### config.mk
export PLATFORM = sky130hd
export DESIGN_NAME = inst_fetch_unit
export DESIGN_NICKNAME = d
export VERILOG_FILES = /design/src/rtl/inst_fetch_unit.sv
export SDC_FILE = /design/constraint.sdc
export NUM_CORES = 1
export LEC_CHECK = 0
export ABC_CLOCK_PERIOD_IN_PS = 3250
export BUFFER_PORTS_ARGS = -buffer_cell sky130_fd_sc_hd__clkbuf_2
export CAP_MARGIN = 20
export CORE_AREA = 2 2 105 147
export DETAILED_ROUTE_END_ITERATION = 16
export DIE_AREA = 0 0 107 149
export GPL_TIMING_DRIVEN = 0
export PLACE_DENSITY_LB_ADDON = 0.15
export SLEW_MARGIN = 0
export SYNTH_ARGS = -nofsm -noshare
export SYNTH_HDL_FRONTEND = slang
export SYNTH_SLANG_ARGS = --single-unit
export TNS_END_PERCENT = 30
### constraint.sdc
create_clock -name clk -period 3.25 [get_ports clk]
set_input_delay 0.975 -clock clk [delete_from_list [all_inputs] [get_ports clk]]
set_output_delay 0.975 -clock clk [all_outputs]
set_load 0.01 [all_outputs]
### src/rtl/inst_fetch_unit.sv
// inst_fetch_unit: PC owner and instruction fetch front end of the multi-cycle MIPS core.
// Ports: clk/resetn (async active-low); oIMemReq/oIMemAddr/iIMemAck/iIMemData fetch handshake;
//        oInstr/oOp/oValid/oPc/oPcPlus4 held instruction; iRetire/iTaken/iTarget next-PC; oMisalign, oBusErr.
module inst_fetch_unit #(
  parameter logic [31:0] RESET_PC = 32'h0000_0000,
  parameter int          TIMEOUT  = 16
) (
  input  logic        clk,
  input  logic        resetn,
  output logic        oIMemReq,
  output logic [31:0] oIMemAddr,
  input  logic        iIMemAck,
  input  logic [31:0] iIMemData,
  output logic [31:0] oInstr,
  output logic [5:0]  oOp,
  output logic        oValid,
  output logic [31:0] oPc,
  output logic [31:0] oPcPlus4,
  input  logic        iRetire,
  input  logic        iTaken,
  input  logic [31:0] iTarget,
  output logic        oMisalign,
  output logic        oBusErr
);

  typedef enum logic [1:0] {S_BOOT, S_REQ, S_HOLD, S_ERR} state_t;

  // Fetch addresses are always word aligned, even if the boot vector is not.
  localparam logic [31:0] RESET_PC_A = {RESET_PC[31:2], 2'b00};
  localparam logic [7:0]  CNT_LAST   = 8'(TIMEOUT - 1);

  state_t      r_state;
  logic [7:0]  r_cnt;
  logic [31:0] r_pc;
  logic [31:0] r_pcp4;
  logic [31:0] r_addr;
  logic [31:0] r_instr;
  logic        r_req;
  logic        r_valid;
  logic        r_misalign;
  logic        r_buserr;

  logic [31:0] w_next_pc;
  logic        w_target_misal;

  assign w_target_misal = |iTarget[1:0];
  assign w_next_pc      = iTaken ? {iTarget[31:2], 2'b00} : r_pc + 32'd4;

  always_ff @(posedge clk or negedge resetn) begin
    if (!resetn) begin
      r_state    <= S_BOOT;
      r_cnt      <= 8'd0;
      r_pc       <= RESET_PC_A;
      r_pcp4     <= RESET_PC_A + 32'd4;
      r_addr     <= 32'd0;
      r_instr    <= 32'd0;
      r_req      <= 1'b0;
      r_valid    <= 1'b0;
      r_misalign <= 1'b0;
      r_buserr   <= 1'b0;
    end else begin
      r_misalign <= 1'b0;
      case (r_state)
        S_BOOT: begin
          r_state <= S_REQ;
          r_req   <= 1'b1;
          r_addr  <= r_pc;
          r_cnt   <= 8'd0;
        end
        S_REQ: begin
          // Timeout is checked before the ack so a last-cycle ack still errors.
          if (r_cnt == CNT_LAST) begin
            r_state  <= S_ERR;
            r_req    <= 1'b0;
            r_buserr <= 1'b1;
          end else if (iIMemAck) begin
            r_state <= S_HOLD;
            r_instr <= iIMemData;
            r_valid <= 1'b1;
            r_req   <= 1'b0;
          end else begin
            r_cnt <= r_cnt + 8'd1;
          end
        end
        S_HOLD: begin
          if (iRetire) begin
            r_state    <= S_REQ;
            r_pc       <= w_next_pc;
            r_pcp4     <= w_next_pc + 32'd4;
            r_addr     <= w_next_pc;
            r_req      <= 1'b1;
            r_valid    <= 1'b0;
            r_cnt      <= 8'd0;
            r_misalign <= iTaken & w_target_misal;
          end
        end
        S_ERR: begin
          r_state <= S_ERR;
        end
        default: begin
          r_state <= S_BOOT;
        end
      endcase
    end
  end

  assign oIMemReq  = r_req;
  assign oIMemAddr = r_addr;
  assign oInstr    = r_instr;
  assign oOp       = r_instr[31:26];
  assign oValid    = r_valid;
  assign oPc       = r_pc;
  assign oPcPlus4  = r_pcp4;
  assign oMisalign = r_misalign;
  assign oBusErr   = r_buserr;

endmodule

Yosys cells after proc, flatten, opt, wreduce, memory -nomap -nowiden
Index checks and enable logic that the tools add are counted.
{ "classes": {"add_sub_neg": 3, "n_eq_ne": 9, "muxes": 21, "bitwise_logic": 2, "n_reduce_logical": 13} }
{ "ops": {"columns": ["op", "count"], "rows": [
  ["32-bit by 3-bit adder with 32-bit output (second input constant)", 2],
  ["32-bit 2-to-1 mux", 2],
  ["32-bit one-hot mux with 2 select lines", 1],
  ["8-bit 2-to-1 mux", 3],
  ["8-bit one-hot mux with 3 select lines", 1],
  ["8-bit by 1-bit adder with 8-bit output (second input constant)", 1],
  ["8-bit by 4-bit == test with 1-bit output (second input constant)", 1],
  ["1-bit 2-to-1 mux", 8],
  ["2-bit != test (second input constant)", 4],
  ["2-bit one-hot mux with 4 select lines", 1],
  ["2-bit AND reduction", 4],
  ["4-bit AND reduction", 2],
  ["2-bit 2-to-1 mux", 3],
  ["3-bit AND reduction", 2],
  ["2-bit == test (second input constant)", 2],
  ["2-bit nonzero test", 2],
  ["3-bit != test (second input constant)", 1],
  ["1-bit one-hot mux with 3 select lines", 1],
  ["3-bit nonzero test", 1],
  ["2-bit by 1-bit == test with 1-bit output (second input constant)", 1],
  ["2-bit zero test", 1],
  ["1-bit one-hot mux with 2 select lines", 1],
  ["2-bit OR reduction", 1],
  ["1-bit AND", 1],
  ["1-bit inverter", 1]
]} }
{ "word_totals": {"ff_bits": 142, "input_bits": 69, "output_inout_bits": 138} }

Logic depth before layout (Yosys ltp)
{ "depth": {"ltp_word": 4, "ltp_mapped": 15} }

Worst setup path before layout
No wires, ideal clock.
{ "synth_path": {"path_kind": "input-to-reg", "start": "input iTaken", "end": "register r_pcp4[26] (netlist: oPcPlus4[26])", "t_arrival_ns": 3.989, "required_ns": 3.167, "setup_slack_ns": -0.822, "path_stages": 14, "n_path_buf": 5, "path_cell_list": "buf_2 -> buf_4 -> clkbuf_1 -> clkbuf_1 -> clkbuf_1 -> a21oi_1 -> inv_1 -> ha_1 -> nand2_1 -> or3_1 -> nor4_1 -> nand4_1 -> xnor2_1 -> o21ai_0"} }
{ "synth_via": {"elab_chain_len": 2} }
{ "synth_lines": {"columns": ["element", "line", "rtl"], "rows": [
  ["from (decl)", "20", "input logic iTaken,"],
  ["32-bit 2-to-1 mux", "47", "assign w_next_pc = iTaken ? {iTarget[31:2], 2'b00} : r_pc + 32'd4;"],
  ["net w_next_pc[2]", "43", "logic [31:0] w_next_pc;"],
  ["32-bit by 3-bit adder with 32-bit output", "89", "r_pcp4 <= w_next_pc + 32'd4;"],
  ["to (signal assigned)", "54", "r_pcp4 <= RESET_PC_A + 32'd4;"],
  ["to (signal assigned)", "89", null],
  ["to (decl)", "35", "logic [31:0] r_pcp4;"]
]} }
The timed path passes the listed nets, and every way through them passes these cells.
A chain may end at the register's enable or synchronous reset.

Final worst setup path
{ "layout_path": {"start": "input iTaken", "end": "register r_pcp4[30] (netlist: oPcPlus4[30])"} }
Same word-level chain as after synthesis.

==> flow_summary.toml <==
[timing]
min_period_ns = 3.117
max_slew_margin_pct = 37.63
maxSlewViolCount = 0
grt_setup_unrepaired = "false"
tightest_slew_ns = 0.9276
hold_viol = 0
clock_skew_ns = 0.01173
min_period_over_period_pct = 95.92
setup_viol = 0
fmax_mhz = 320.8

[floorplanning]
core_area_um2 = 14790
die_area_um2 = 15940
die_x_um = 107
die_h_um = 149
start_util_pct = 51.32
io_pins = 207
rows = 53

[setup_path]
ff2ff_path_depth = 10
cp.required_ns = 3.62
crit_buf_inv = 5
r2r-end = "oPcPlus4[30]"
critical_path_class = "in2reg"
critical_path_peak_fanout = 19
crit_arrival_ns = 3.49
path_common_cell = "buf_8"
ff2ff_setup_slack_ns = 0.19
critical_path.top_delay_family = "simple AND/OR/NAND/NOR gates"
r2r-start = "oPc[12]"
start_kind = "input port"
cpPeakStageDelay_ns = 0.42
cp_cell_sequence = "buf_8 -> buf_6 -> clkbuf_8 -> buf_8 -> nor2_2 -> a21oi_2 -> inv_1 -> ha_2 -> nand2_1 -> or3_4 -> nor4_4 -> nand3b_4 -> or4_1 -> nand3_1"
cp_slowest_cell = "or4_1"
end_kind = "flip-flop"

[synthesis]
synthesis.instances = 794
netlist_area_um2 = 7589
synthAdderAreaFrac_pct = 0.4946
synth_top_flop_cell = "dfrtp_1"
syn_nets = 866
ys_async_sr_fraction_pct = 100.0
synth_edf_count = 0
synth.avg_cell_area_um2 = 9.557
synth_compound_area_share_pct = 14.76
synth_simple_gate_area_share_pct = 21.35
ys_types = 69
post_synth_xor_area_fraction_pct = 4.732
ys_warn_count = 0
ys_ff_latch = 140
yosysSeqAreaShare_pct = 46.18
synth_top_family_by_area = "simple AND/OR/NAND/NOR gates"
muxShareOfSynthArea_pct = 7.881

[clocking]
numCtsBuffers = 17
clockBufferDepth = 2
clk_pin_slew_worst_paths_ns = 0.07
cts_tree = "built"
htree_levels = 4
clock_latency_ns = 0.43
cts-hold-fix-buffers = 0
clkSinkCount = 140
cts-root-buf = "clkbuf_16"

[min_path]
hp-class = "reg2reg"
min-delay-start = "oIMemAddr[26]"
whs_endpoint = "oIMemAddr[26]"
holdPathStages = 2

[pwr]
p_switching_mw = 0.9690
power_mw = 4.137
clock_power_share_pct = 51.7
power.density_nw_per_um2 = 424.7
pwr-share-seq_pct = 42.3
intPower_mw = 3.168
irDropWorstVdd_mv = 0.3080
power_frac_comb_pct = 6.0
leakagePower_nw = 4.731
switching_share_pct = 23.43

[finish]
final_area_um2 = 9739
fin_util_pct = 65.86
layout.nets = 1095
drive_gt1_share_pct = 34.07
syn_to_final_growth_pct = 28.34
n_antenna_cell = 0
final_cells = 1228

[placed_design]
portBuffers = 204
place_area_um2 = 8980
place_congestion = 0.9484
dpl.hpwl_um = 17310
placed_cells = 1191

[global_routing]
grt_antenna_before_repair = 0
grt_pass1_vias = 6672
grt_overflow = 0
grt_pass1_wl_um = 36560
grt_use_total_pct = 30.17
grt_max_degree = 92

[job]
cap_violations = 0

[route]
drc = 0
first_pass_iters = 5
drt_iter0_drc = 357
routed-via-count = 6977
ant_nets = 0
wirelength_um = 23340
viasPerCell = 5.682
wl_per_cell_um = 19.01

[outcome]
status = "finished, final reports clean"
-- how the worst max path moves through the flow --
stage / from / end / cells after the start
global placement: resetn / oInstr[23] / 1
detailed placement: iTaken / oPcPlus4[29] / 10
finish: iTaken / oPcPlus4[30] / 14
CTS: iTaken / oPcPlus4[30] / 15
floorplan: iTaken / oPcPlus4[30] / 14
global route: oPc[12] / oPcPlus4[30] / 10
-- placed cells by master (no fill, tap or decap), types with 8 or more instances in the layout --
cell type / n
clkbuf_2: 203
dfrtp_1: 136
nand2_1: 122
o21ai_0: 74
nor2_1: 54
mux2_2: 38
clkbuf_1: 32
nand3_1: 25
xnor2_1: 24
a31oi_1: 22
buf_4: 21
xor2_1: 17
clkbuf_16: 17
mux2i_1: 16
nand4_1: 16
nand2b_1: 14
inv_1: 13
o22a_1: 13
nor4_1: 9
a21oi_1: 9
nor2b_1: 8
-- synthesized netlist by cell type, drive strengths merged, types with 4 or more instances --
library cell / n / share of area (%)
a21oi: 10 / 0.66
a31oi: 22 / 1.8
and2: 5 / 0.45
and3: 5 / 0.41
and4: 6 / 0.69
buf: 27 / 2.2
clkbuf: 35 / 1.7
dfrtp: 139 / 46
inv: 13 / 0.64
mux2: 38 / 5.6
mux2i: 17 / 2.2
nand2: 123 / 6.2
nand2b: 14 / 1.2
nand3: 29 / 2.3
nand4: 19 / 2.0
nor2: 55 / 2.7
nor2b: 8 / 0.66
nor3: 9 / 0.59
nor4: 17 / 2.0
o21ai: 76 / 5.0
o22a: 13 / 1.5
o31a: 7 / 0.81
o31ai: 8 / 0.92
or2: 4 / 0.33
or3: 8 / 0.73
or4: 5 / 0.59
xnor2: 24 / 2.8
xor2: 17 / 2.0
-- registers in the layout, summed over array words and instances (netlist names) --
signal / cells
oIMemAddr: 32
oInstr: 32
oPc: 32
oPcPlus4: 30
r_cnt: 8
r_state: 2
oBusErr: 1
oIMemReq: 1
oMisalign: 1
oValid: 1
-- power by group through the flow --
stage	sequential [mW]	clock [mW]	combinational, mW
after floorplan	1.78	0	0.120
after global placement	1.78	0	0.240
after detailed placement	1.78	0	0.246
after CTS	1.75	2.16	0.250
after global routing	1.75	2.24	0.273
final	1.75	2.14	0.249
-- layout make-up --
| cell class | instances | area (um2) |
|---|---|---|
| fillers | 1255 | 5049 |
| clock inverters | 13 | 201.4 |
| clock buffers | 19 | 442.9 |
| repair buffers | 212 | 1122 |
| inverters | 13 | 48.80 |
| multi-input cells | 579 | 3847 |
| flip-flops and latches | 140 | 3508 |
| plain buffers | 60 | 327.8 |
| well taps | 192 | 240.2 |
-- metal layers --
layer / GRT usage, % / vias up / part of all wire, %
met5: 0 / - / 0
met4: 12.66 / 0 / 3.6
met3: 5.505 / 57 / 5.5
met2: 49.97 / 260 / 51
met1: 38.87 / 3385 / 40
li1: - / 3275 / -
-- kinds of logic (layout without fill, tap and decap cells) --
family / Yosys count / in the layout
and+or+nand+nor: 311 / 311
AOI/OAI and AO/OA: 169 / 169
DFF: 140 / 140
buffers and inverters: 75 / 317
muxes: 55 / 55
xor gates and xnor gates: 41 / 41
adders and majority gates: 3 / 3
-- what timing repair did --
item | in CTS | in global routing
setup buffers | 2 | 5
pin swaps | 2 | 7
gates resized for setup | 10 | 6
cloned | 0 | 0
hold endpoints to repair | 0 | 0
setup endpoints to repair | 15 | 14
-- stage by stage --
stage	TNS (ns)	hold slack (ns)	setup WS, ns
after global routing	0	0.4914	0.01088
final	0	0.4724	0.1327
after floorplan	-0.3346	0.4761	-0.1228
after CTS	-0.01965	0.4759	-0.01965
after detailed placement	-9.697	0.4605	-0.7296
after global placement	-169.40	0.4538	-1.163
-- worst min-delay path, stage by stage (launching register included) --
cell	delay (ns)
dfrtp_1	0.34
nand2_1	0.05
nand2_1	0.05
(Power assumes the default switching activity.)
